===== config.mk =====
export PLATFORM = sky130hd
export DESIGN_NAME = uc_irq_flat
export DESIGN_NICKNAME = d
export VERILOG_FILES = /design/src/rtl/uc_irq_if.sv /design/src/rtl/uc_irq.sv /design/src/flat_wrapper.sv
export SDC_FILE = /design/constraint.sdc
export NUM_CORES = 1
export LEC_CHECK = 0
export CAP_MARGIN = 20
export CORE_MARGIN = 4
export CORE_UTILIZATION = 33
export CTS_CLUSTER_SIZE = 24
export DETAILED_ROUTE_END_ITERATION = 10
export HOLD_SLACK_MARGIN = 0.1
export PLACE_DENSITY = 0.87
export SYNTH_ARGS = -nofsm -noshare
export SYNTH_HDL_FRONTEND = slang
export SYNTH_SLANG_ARGS = --single-unit

===== constraint.sdc =====
create_clock -name clk -period 1.5 [get_ports clk]
set_clock_uncertainty 0.15 [all_clocks]
set_input_delay 0.15 -clock clk [delete_from_list [all_inputs] [get_ports clk]]
set_output_delay 0.15 -clock clk [all_outputs]
set_load 0.02 [all_outputs]

===== src/rtl/uc_irq_if.sv =====
// Bus between program memory / datapath and the interrupt-capable control unit.
// The slave side is the control unit; the master side feeds it instructions,
// flags and interrupt lines and consumes the decoded controls.
interface uc_irq_if #(
  parameter int N_IRQ = 2,
  parameter int AW    = 10
);
  logic [15:0]      opcode;
  logic             z;
  logic [N_IRQ-1:0] intr;

  logic             s_inc;
  logic             we3;
  logic             wez;
  logic             pop;
  logic             push;
  logic             s_stack;
  logic             we4;
  logic             we_out;
  logic             s_vec;
  logic [1:0]       s_inm;
  logic [1:0]       s_in;
  logic [1:0]       s_out;
  logic [2:0]       op_alu;
  logic [AW-1:0]    vec_addr;
  logic [N_IRQ-1:0] irq_ack;
  logic             in_isr;

  modport master (
    output opcode, z, intr,
    input  s_inc, we3, wez, pop, push, s_stack, we4, we_out, s_vec,
    input  s_inm, s_in, s_out, op_alu, vec_addr, irq_ack, in_isr
  );

  modport slave (
    input  opcode, z, intr,
    output s_inc, we3, wez, pop, push, s_stack, we4, we_out, s_vec,
    output s_inm, s_in, s_out, op_alu, vec_addr, irq_ack, in_isr
  );
endinterface


===== src/rtl/uc_irq.sv =====
// Control unit for the single-cycle CPU: combinational opcode decode plus a
// small interrupt sequencer (edge-detected requests, fixed priority, vectored
// entry through the return stack, global enable and RETI).
module uc_irq #(
  parameter int          N_IRQ      = 2,
  parameter int          AW         = 10,
  parameter int unsigned VEC_BASE   = 'h3C0,
  parameter int unsigned VEC_STRIDE = 4
) (
  input  logic    clk,
  input  logic    rst_n,
  uc_irq_if.slave bus
);

  localparam int SELW = (N_IRQ > 1) ? $clog2(N_IRQ) : 1;

  localparam logic [5:0] F_EI   = 6'b101101;
  localparam logic [5:0] F_DI   = 6'b101110;
  localparam logic [5:0] F_RETI = 6'b101111;

  typedef enum logic [1:0] {RUN, ENTRY, ISR} state_e;

  state_e            state_q, state_d;
  logic [N_IRQ-1:0]  intr_q;
  logic [N_IRQ-1:0]  pend_q, pend_d;
  logic              ie_q, ie_d;
  logic              in_isr_q, in_isr_d;
  logic [SELW-1:0]   sel_q, sel_d;

  logic [5:0]        f;
  logic [N_IRQ-1:0]  rise;
  logic [SELW-1:0]   win_id;

  logic              dec_s_inc, dec_we3, dec_wez, dec_pop, dec_push;
  logic              dec_s_stack, dec_we4, dec_we_out;
  logic [1:0]        dec_s_inm, dec_s_in, dec_s_out;
  logic [2:0]        dec_op_alu;

  logic              unused_ok;

  assign f         = bus.opcode[15:10];
  assign rise      = bus.intr & ~intr_q;
  assign unused_ok = ^bus.opcode[7:0];

  // Plain instruction decode; anything not listed behaves as a NOP.
  always_comb begin
    dec_s_inc   = 1'b1;
    dec_we3     = 1'b0;
    dec_wez     = 1'b0;
    dec_pop     = 1'b0;
    dec_push    = 1'b0;
    dec_s_stack = 1'b0;
    dec_we4     = 1'b0;
    dec_we_out  = 1'b0;
    dec_s_inm   = 2'b00;
    dec_s_in    = 2'b00;
    dec_s_out   = 2'b00;
    dec_op_alu  = 3'b000;
    casez (f)
      6'b0?????: begin
        dec_we3    = 1'b1;
        dec_wez    = 1'b1;
        dec_op_alu = bus.opcode[14:12];
      end
      6'b1000??: begin
        dec_we3   = 1'b1;
        dec_s_inm = 2'b01;
      end
      6'b100100: dec_s_inc = 1'b0;
      6'b100101: dec_s_inc = ~bus.z;
      6'b100110: dec_s_inc = bus.z;
      6'b101000, 6'b101111: begin
        dec_s_inc   = 1'b0;
        dec_pop     = 1'b1;
        dec_s_stack = 1'b1;
      end
      6'b101001: begin
        dec_s_inc = 1'b0;
        dec_push  = 1'b1;
      end
      6'b101010: begin
        dec_we3   = 1'b1;
        dec_s_inm = 2'b11;
        dec_s_in  = bus.opcode[9:8];
      end
      6'b101011: dec_we_out = 1'b1;
      6'b101100: begin
        dec_we_out = 1'b1;
        dec_s_out  = 2'b01;
      end
      6'b1110??: dec_we4 = 1'b1;
      6'b1111??: begin
        dec_we3   = 1'b1;
        dec_s_inm = 2'b10;
      end
      default: ;
    endcase
  end

  // Pick the lowest-numbered pending line.
  always_comb begin
    win_id = '0;
    for (int i = N_IRQ - 1; i >= 0; i--) begin
      if (pend_q[i]) win_id = SELW'(i);
    end
  end

  // Sequencer next state: enable/ISR flags, pending set/clear and FSM moves.
  always_comb begin
    state_d  = state_q;
    pend_d   = pend_q;
    ie_d     = ie_q;
    in_isr_d = in_isr_q;
    sel_d    = sel_q;
    case (state_q)
      RUN, ISR: begin
        if (f == F_EI) ie_d = 1'b1;
        if (f == F_DI) ie_d = 1'b0;
        if (f == F_RETI) begin
          ie_d     = 1'b1;
          in_isr_d = 1'b0;
        end
        if (state_q == RUN) begin
          if (ie_q && (|pend_q) && (f != F_DI)) begin
            state_d = ENTRY;
            sel_d   = win_id;
          end
        end else if (f == F_RETI) begin
          state_d = RUN;
        end
      end
      ENTRY: begin
        for (int i = 0; i < N_IRQ; i++) begin
          if (sel_q == SELW'(i)) pend_d[i] = 1'b0;
        end
        ie_d     = 1'b0;
        in_isr_d = 1'b1;
        state_d  = ISR;
      end
      default: state_d = RUN;
    endcase
    pend_d = pend_d | rise;
  end

  // Output mux: ENTRY replaces the fetched instruction with a vectored call.
  always_comb begin
    bus.s_inc   = dec_s_inc;
    bus.we3     = dec_we3;
    bus.wez     = dec_wez;
    bus.pop     = dec_pop;
    bus.push    = dec_push;
    bus.s_stack = dec_s_stack;
    bus.we4     = dec_we4;
    bus.we_out  = dec_we_out;
    bus.s_vec   = 1'b0;
    bus.s_inm   = dec_s_inm;
    bus.s_in    = dec_s_in;
    bus.s_out   = dec_s_out;
    bus.op_alu  = dec_op_alu;
    bus.irq_ack = '0;
    if (state_q == ENTRY) begin
      bus.s_inc   = 1'b0;
      bus.we3     = 1'b0;
      bus.wez     = 1'b0;
      bus.pop     = 1'b0;
      bus.push    = 1'b1;
      bus.s_stack = 1'b0;
      bus.we4     = 1'b0;
      bus.we_out  = 1'b0;
      bus.s_vec   = 1'b1;
      bus.s_inm   = 2'b00;
      bus.s_in    = 2'b00;
      bus.s_out   = 2'b00;
      bus.op_alu  = 3'b000;
      for (int i = 0; i < N_IRQ; i++) begin
        bus.irq_ack[i] = (sel_q == SELW'(i));
      end
    end
  end

  assign bus.in_isr   = in_isr_q;
  assign bus.vec_addr = AW'(VEC_BASE) + AW'(AW'(sel_q) * AW'(VEC_STRIDE));

  // State registers; intr_q resets high so lines held high through reset never request.
  always_ff @(posedge clk or negedge rst_n) begin
    if (!rst_n) begin
      state_q  <= RUN;
      intr_q   <= '1;
      pend_q   <= '0;
      ie_q     <= 1'b0;
      in_isr_q <= 1'b0;
      sel_q    <= '0;
    end else begin
      state_q  <= state_d;
      intr_q   <= bus.intr;
      pend_q   <= pend_d;
      ie_q     <= ie_d;
      in_isr_q <= in_isr_d;
      sel_q    <= sel_d;
    end
  end

endmodule


===== src/flat_wrapper.sv =====
// flat-port wrapper written by rule: the top's interface ports become plain ports
module uc_irq_flat 
#(
  parameter int          N_IRQ      = 2,
  parameter int          AW         = 10,
  parameter int unsigned VEC_BASE   = 'h3C0,
  parameter int unsigned VEC_STRIDE = 4
)
  (clk, rst_n, bus_opcode, bus_z, bus_intr, bus_s_inc, bus_we3, bus_wez, bus_pop, bus_push, bus_s_stack, bus_we4, bus_we_out, bus_s_vec, bus_s_inm, bus_s_in, bus_s_out, bus_op_alu, bus_vec_addr, bus_irq_ack, bus_in_isr);
  uc_irq_if #(.N_IRQ(N_IRQ), .AW(AW)) bus_i ();
  input  logic clk;
  input  logic rst_n;
  input wire logic [$bits(bus_i.opcode)-1:0] bus_opcode;
  input wire logic [$bits(bus_i.z)-1:0] bus_z;
  input wire logic [$bits(bus_i.intr)-1:0] bus_intr;
  output wire logic [$bits(bus_i.s_inc)-1:0] bus_s_inc;
  output wire logic [$bits(bus_i.we3)-1:0] bus_we3;
  output wire logic [$bits(bus_i.wez)-1:0] bus_wez;
  output wire logic [$bits(bus_i.pop)-1:0] bus_pop;
  output wire logic [$bits(bus_i.push)-1:0] bus_push;
  output wire logic [$bits(bus_i.s_stack)-1:0] bus_s_stack;
  output wire logic [$bits(bus_i.we4)-1:0] bus_we4;
  output wire logic [$bits(bus_i.we_out)-1:0] bus_we_out;
  output wire logic [$bits(bus_i.s_vec)-1:0] bus_s_vec;
  output wire logic [$bits(bus_i.s_inm)-1:0] bus_s_inm;
  output wire logic [$bits(bus_i.s_in)-1:0] bus_s_in;
  output wire logic [$bits(bus_i.s_out)-1:0] bus_s_out;
  output wire logic [$bits(bus_i.op_alu)-1:0] bus_op_alu;
  output wire logic [$bits(bus_i.vec_addr)-1:0] bus_vec_addr;
  output wire logic [$bits(bus_i.irq_ack)-1:0] bus_irq_ack;
  output wire logic [$bits(bus_i.in_isr)-1:0] bus_in_isr;
  assign bus_i.opcode = bus_opcode;
  assign bus_i.z = bus_z;
  assign bus_i.intr = bus_intr;
  assign bus_s_inc = bus_i.s_inc;
  assign bus_we3 = bus_i.we3;
  assign bus_wez = bus_i.wez;
  assign bus_pop = bus_i.pop;
  assign bus_push = bus_i.push;
  assign bus_s_stack = bus_i.s_stack;
  assign bus_we4 = bus_i.we4;
  assign bus_we_out = bus_i.we_out;
  assign bus_s_vec = bus_i.s_vec;
  assign bus_s_inm = bus_i.s_inm;
  assign bus_s_in = bus_i.s_in;
  assign bus_s_out = bus_i.s_out;
  assign bus_op_alu = bus_i.op_alu;
  assign bus_vec_addr = bus_i.vec_addr;
  assign bus_irq_ack = bus_i.irq_ack;
  assign bus_in_isr = bus_i.in_isr;
  uc_irq #(.N_IRQ(N_IRQ), .AW(AW), .VEC_BASE(VEC_BASE), .VEC_STRIDE(VEC_STRIDE)) u_core (.clk(clk), .rst_n(rst_n), .bus(bus_i));
endmodule

Word-level counts from Yosys, hierarchy flattened
Cells that the tools add are included.
- output and inout bits: 31
- register bits after elaboration: 9
- bits of input ports: 21
- word-level logic and storage cells: 87
- muxes and demuxes: 39
- add/subtract/negate cells: 1
- reductions and logical operators: 14
- equal/unequal tests: 21
- bitwise gates (word level): 6
- operators with widths (kind ; number):
    $eq 6x6->1 const B ; 11
    $mux 1 ; 24
    $mux 2 ; 8
    $eq 4x4->1 const B ; 3
    $add 7x4->8 const A ; 1
    $reduce_or 2->1 ; 4
    $reduce_or 4->1 ; 2
    $mux 3 ; 2
    $ne 6x6->1 const B ; 1
    $pmux 2 s3 ; 1
    $reduce_and 2->1 ; 3
    $ne 4x1->1 const B ; 1
    $pmux 1 s2 ; 2
    $pmux 2 s2 ; 1
    $ne 3x1->1 const B ; 1
    $ne 3x3->1 const B ; 1
    $not 1->1 ; 3
    $pmux 1 s3 ; 1
    $reduce_and 3->1 ; 1
    $and 2x2->2 ; 1
    $eq 2x1->1 const B ; 1
    $eq 2x2->1 const B ; 1
    $logic_and 1x1->1 ; 2
    $logic_not 2->1 ; 1
    4 further kinds ; 4

Logic depth before layout (Yosys ltp)
- depth after elaboration: 6
- depth in mapped cells: 4
- gate-level depth less buffers: 4

Worst setup path before layout
OpenSTA, ideal clock, no wires.
- path kind: input port to output port
- from: input port bus_opcode[11]
- to: output port bus_s_stack
- required time: 1.200 ns
- stages: 4
- buffers on the path: 2
- path slack: -0.358 ns
- data arrival time: 1.558 ns
- cell sequence: buf_2 -> or3_1 -> a211oi_1 -> buf_4
- cells in the longest elaborated chain, start to end: 4
- RTL lines (item ; RTL line ; source):
    from (decl) ; flat_wrapper.sv:13 ; input wire logic [$bits(bus_i.opcode)-1:0] bus_opcode;
    $eq 6x6->1 ; - ;
    $reduce_or 2->1 * ; - ;
    $mux 1 * (2 in series) ; - ;
    to (decl) ; flat_wrapper.sv:21 ; output wire logic [$bits(bus_i.s_stack)-1:0] bus_s_stack;
Mark *: on every way between the ends. The rest lies on a longest branch, timed or not.

Final worst setup path
- from: register u_core.state_q[0]
- to: output port bus_s_stack
- cells in the longest elaborated chain, start to end: 2
- RTL lines (item ; RTL line ; source):
    from (decl) ; uc_irq.sv:23 ; state_e state_q, state_d;
    from (signal assigned) ; uc_irq.sv:194 ; state_q <= state_d;
    $eq 2x1->1 ; uc_irq.sv:161 ; if (state_q == ENTRY) begin
    $mux 1 ; uc_irq.sv:161 ;
Every way passes these cells.

==> metrics.md <==
| Metric | Value |
|---|---|
| Top cell type's share of synthesized area | `0.245` |
| XOR/XNOR Fraction of Synth Area | `0` |
| CTS tree | `yes` |
| Peak supply drop | `between 800 and 900 uV` |
| Failing checks | `setup timing` |
| Synth top cells by count | `12 x buf_4, 8 x nand2_1, 7 x dfrtp_1, 7 x inv_1` |
| Crit-path most repeated cell | `buf_6` |
| Crit-path cells | `nand2b_4 -> buf_4 -> buf_6 -> nand2_4 -> a211oi_4 -> buf_6` |
| Hold Crit Class | `in -> reg` |
| Synth Warn # | `0` |
| Vias/cell | `approximately 4.8` |
| Final setup vio count | `16` |
| CP bufs+invs | `3` |
| Initial antenna violation count | `0` |
| Busiest grt layer | `met2` |
| Main synth FF type | `dfrtp_1` |
| Vias in the first global route | `857` |
| Crit Path Category | `reg -> out` |
| Compound-Gate Fraction of Synth Area | `0.184` |
| Minimum clock period | `approximately 1800 ps` |
| Overall Global Routing Usage | `0.163` |
| Asr flop ratio synth | `1.00` |
| Simple-Gate Fraction of Synth Area | `0.284` |
| Final Hold Fails | `0` |
| Routed via count | `~850` |
| LEAKAGE | `between 0.6 and 0.7 nW` |
| Rows | `16` |
| Crit path to | `bus_s_stack` |
| Die footprint | `~3000 sq um` |
| Core area | `~2000 sq um` |
| RSZ-0062 raised after global routing | `true` |
| Syn avg cell area | `roughly 8.0 sq um` |
| GR met2 Demand/Resource | `0.301` |
| Number of antenna-violating nets in the routed design | `0` |
| R2R cell count | `6` |
| H-Tree Depth | `1` |
| IO Pins | `52` |
| First drt pass iteration count | `4` |
| R2R Path Start | `u_core.state_q[1]` |
| Max Cap Violations | `0` |
| Worst Setup SP | `u_core.state_q[0]` |
| Arr. time, crit path | `around 1500 ps` |
| Final core utilization | `0.701` |
| Drt drc | `0` |
| Clock slew at reported path FFs | `about 60 ps` |
| Total CTS buffers | `3` |
| Root Buffer | `clkbuf_4` |
| Final WL | `~2400 microns` |
| Mux cell area share after synthesis | `0.0140` |
| Post-Syn Instances | `89` |
| CP max stage delay | `between 400 and 500 ps` |
| Crit. End Element | `output pin` |
| Die W | `~55 microns` |
| Ant diodes | `0` |
| EDFF count, synth | `0` |
| RD Place Congestion | `0.773` |
| Number of port buffers | `33` |
| Placed Cells incl. Taps | `approximately 160` |
| Syn-to-layout area delta | `96.5%` |
| Wire per inst | `~13 microns` |
| Post-synthesis adder-cell area fraction | `0` |
| Final period util | `1.17` |
| Slew Limit Fails | `0` |
| Clock Latency Late Sink | `between 200 and 300 ps` |
| Die Span Y | `about 55 microns` |
| Leading area contributor after synthesis | `dfrtp_1` |
| Total global routing overflow | `0` |
| Slowest CP cell | `dfrtp_1` |
| Seq/Total Area, Yosys | `0.319` |
| Top-count cell post-synth | `buf_4` |
| CP max FO | `5` |
| GR Util met1 | `0.190` |
| Power Density | `around 1100 nW/um^2` |
| Reg2Reg Capture Point | `u_core.pend_q[0]` |
| Final non-filler cell total | `roughly 180` |
| Largest cells by area after synthesis | `dfrtp_1 25%, buf_4 13%, dfstp_2 7.4%` |
| First DRT Iteration DRCs | `14` |
| Clk buf depth | `2` |
| Post-route setup slack | `-258 ps` |
| F_max | `569 MHz` |
| CP Depth | `6` |
| Global-route met3 utilization | `0.0218` |
| Initial Util | `0.357` |
| Post-DP HPWL | `1640 microns` |
| Status | `finished, violations left` |
| Synth unique cells | `33` |
| Largest net degree at the start of global routing | `10` |
| CP top delay family | `flip-flops` |
| Layout Nets | `~170` |
| CTS sink count | `9` |
| First-pass GRT wire length | `~3600 microns` |
| Worst reg-to-reg setup slack | `~120 ps` |
| Share of layout cells above drive strength 1 | `0.510` |
| Post-Syn Area | `slightly above 700 sq um` |
| Combinational family with the most area after synthesis | `simple AND/OR/NAND/NOR gates` |
| CP required | `roughly 1200 ps` |
| Startpoint types | `register` |
| Synth Register Bits | `9` |
-- cell type report --
| class | instances | area [sq um] |
|---|---|---|
| fillers | 160 | 598 |
| repair buffers | 64 | 566 |
| clock buffers | 4 | 26.3 |
| flip-flops and latches | 9 | 228 |
| repair inverters | 1 | 7.51 |
| well taps | 27 | 33.8 |
| inverters | 8 | 32.5 |
| multi-input cells | 65 | 510 |
-- routing by layer --
metal  part of all wire  vias to the layer above
met1               0.38                      401
li1                   -                      413
met2               0.54                       36
met3              0.077                        2
met5                  0                        -
met4             0.0030                        0
-- report_power, final --
group,switching (mW),internal (mW)
registers,0.0669,0.334
logic,0.508,0.518
clock network,0.0782,0.102
-- state kept, by name (all words and copies together), names as in the netlist --
register and flops:
u_core.ie_q 1, u_core.pend_q 2, u_core.bus.in_isr 1, u_core.state_q 2
u_core.sel_q 1, u_core.intr_q 2
-- repair_timing --
action	CTS	global route
hold buffers	1	0
resized for setup	121	18
hold endpoints to repair	7	0
gates cloned	2	0
pin swaps	3	3
setup buffers	4	6
endpoints found under the setup margin	21	19
-- kinds of logic (layout without fill, tap and decap cells) --
kind of cell	Yosys count	in the layout
multiplexers	1	1
flip-flops	9	9
buffers and inverters	23	77
AO/OA/AOI/OAI	19	19
AND/OR/NAND/NOR	35	35
other	2	10
-- worst min path at each step --
stage                           start                 to  depth (start not counted)
after floorplan                 rst_n  u_core.bus.in_isr                          0
after global placement          rst_n   u_core.pend_q[1]                          1
after detailed placement        rst_n   u_core.pend_q[1]                          1
after CTS                 bus_intr[1]   u_core.intr_q[1]                          1
after global routing      bus_intr[1]   u_core.intr_q[1]                          1
final                     bus_intr[1]   u_core.intr_q[1]                          1
-- layout by cell type, fill, tap and decap left out, types with 2 or more instances in the layout --
master,count
inv_1,7
buf_6,15
and4_1,2
nand2_1,7
dfstp_2,2
nand3_1,2
buf_4,32
clkbuf_4,3
nor2_4,2
dfrtp_1,7
o21ai_0,4
conb_1,10
dlygate4sd2_1,8
clkdlybuf4s50_1,6
o22ai_1,2
nor2b_1,2
and2_4,4
nor2_1,3
nor3_2,2
or3_4,2
-- through the flow --
| stage | setup TNS, ps | setup WS (ps) | power, mW | cell area, sq um | hold WS [ps] |
|---|---|---|---|---|---|
| 2_1_floorplan | -160 | -84.2 | 0.850 | 787 | -296 |
| 3_3_place_gp | -12060 | -783 | 1.20 | 1200 | 300 |
| 3_5_place_dp | -12470 | -813 | 1.22 | 1200 | 319 |
| 4_1_cts | -1410 | -225 | 1.49 | 1300 | 164 |
| 5_1_grt | -3350 | -328 | 1.72 | 1400 | 181 |
| 6_report | -2410 | -258 | 1.61 | 1400 | 178 |
Power figures use the tool's default switching activity.
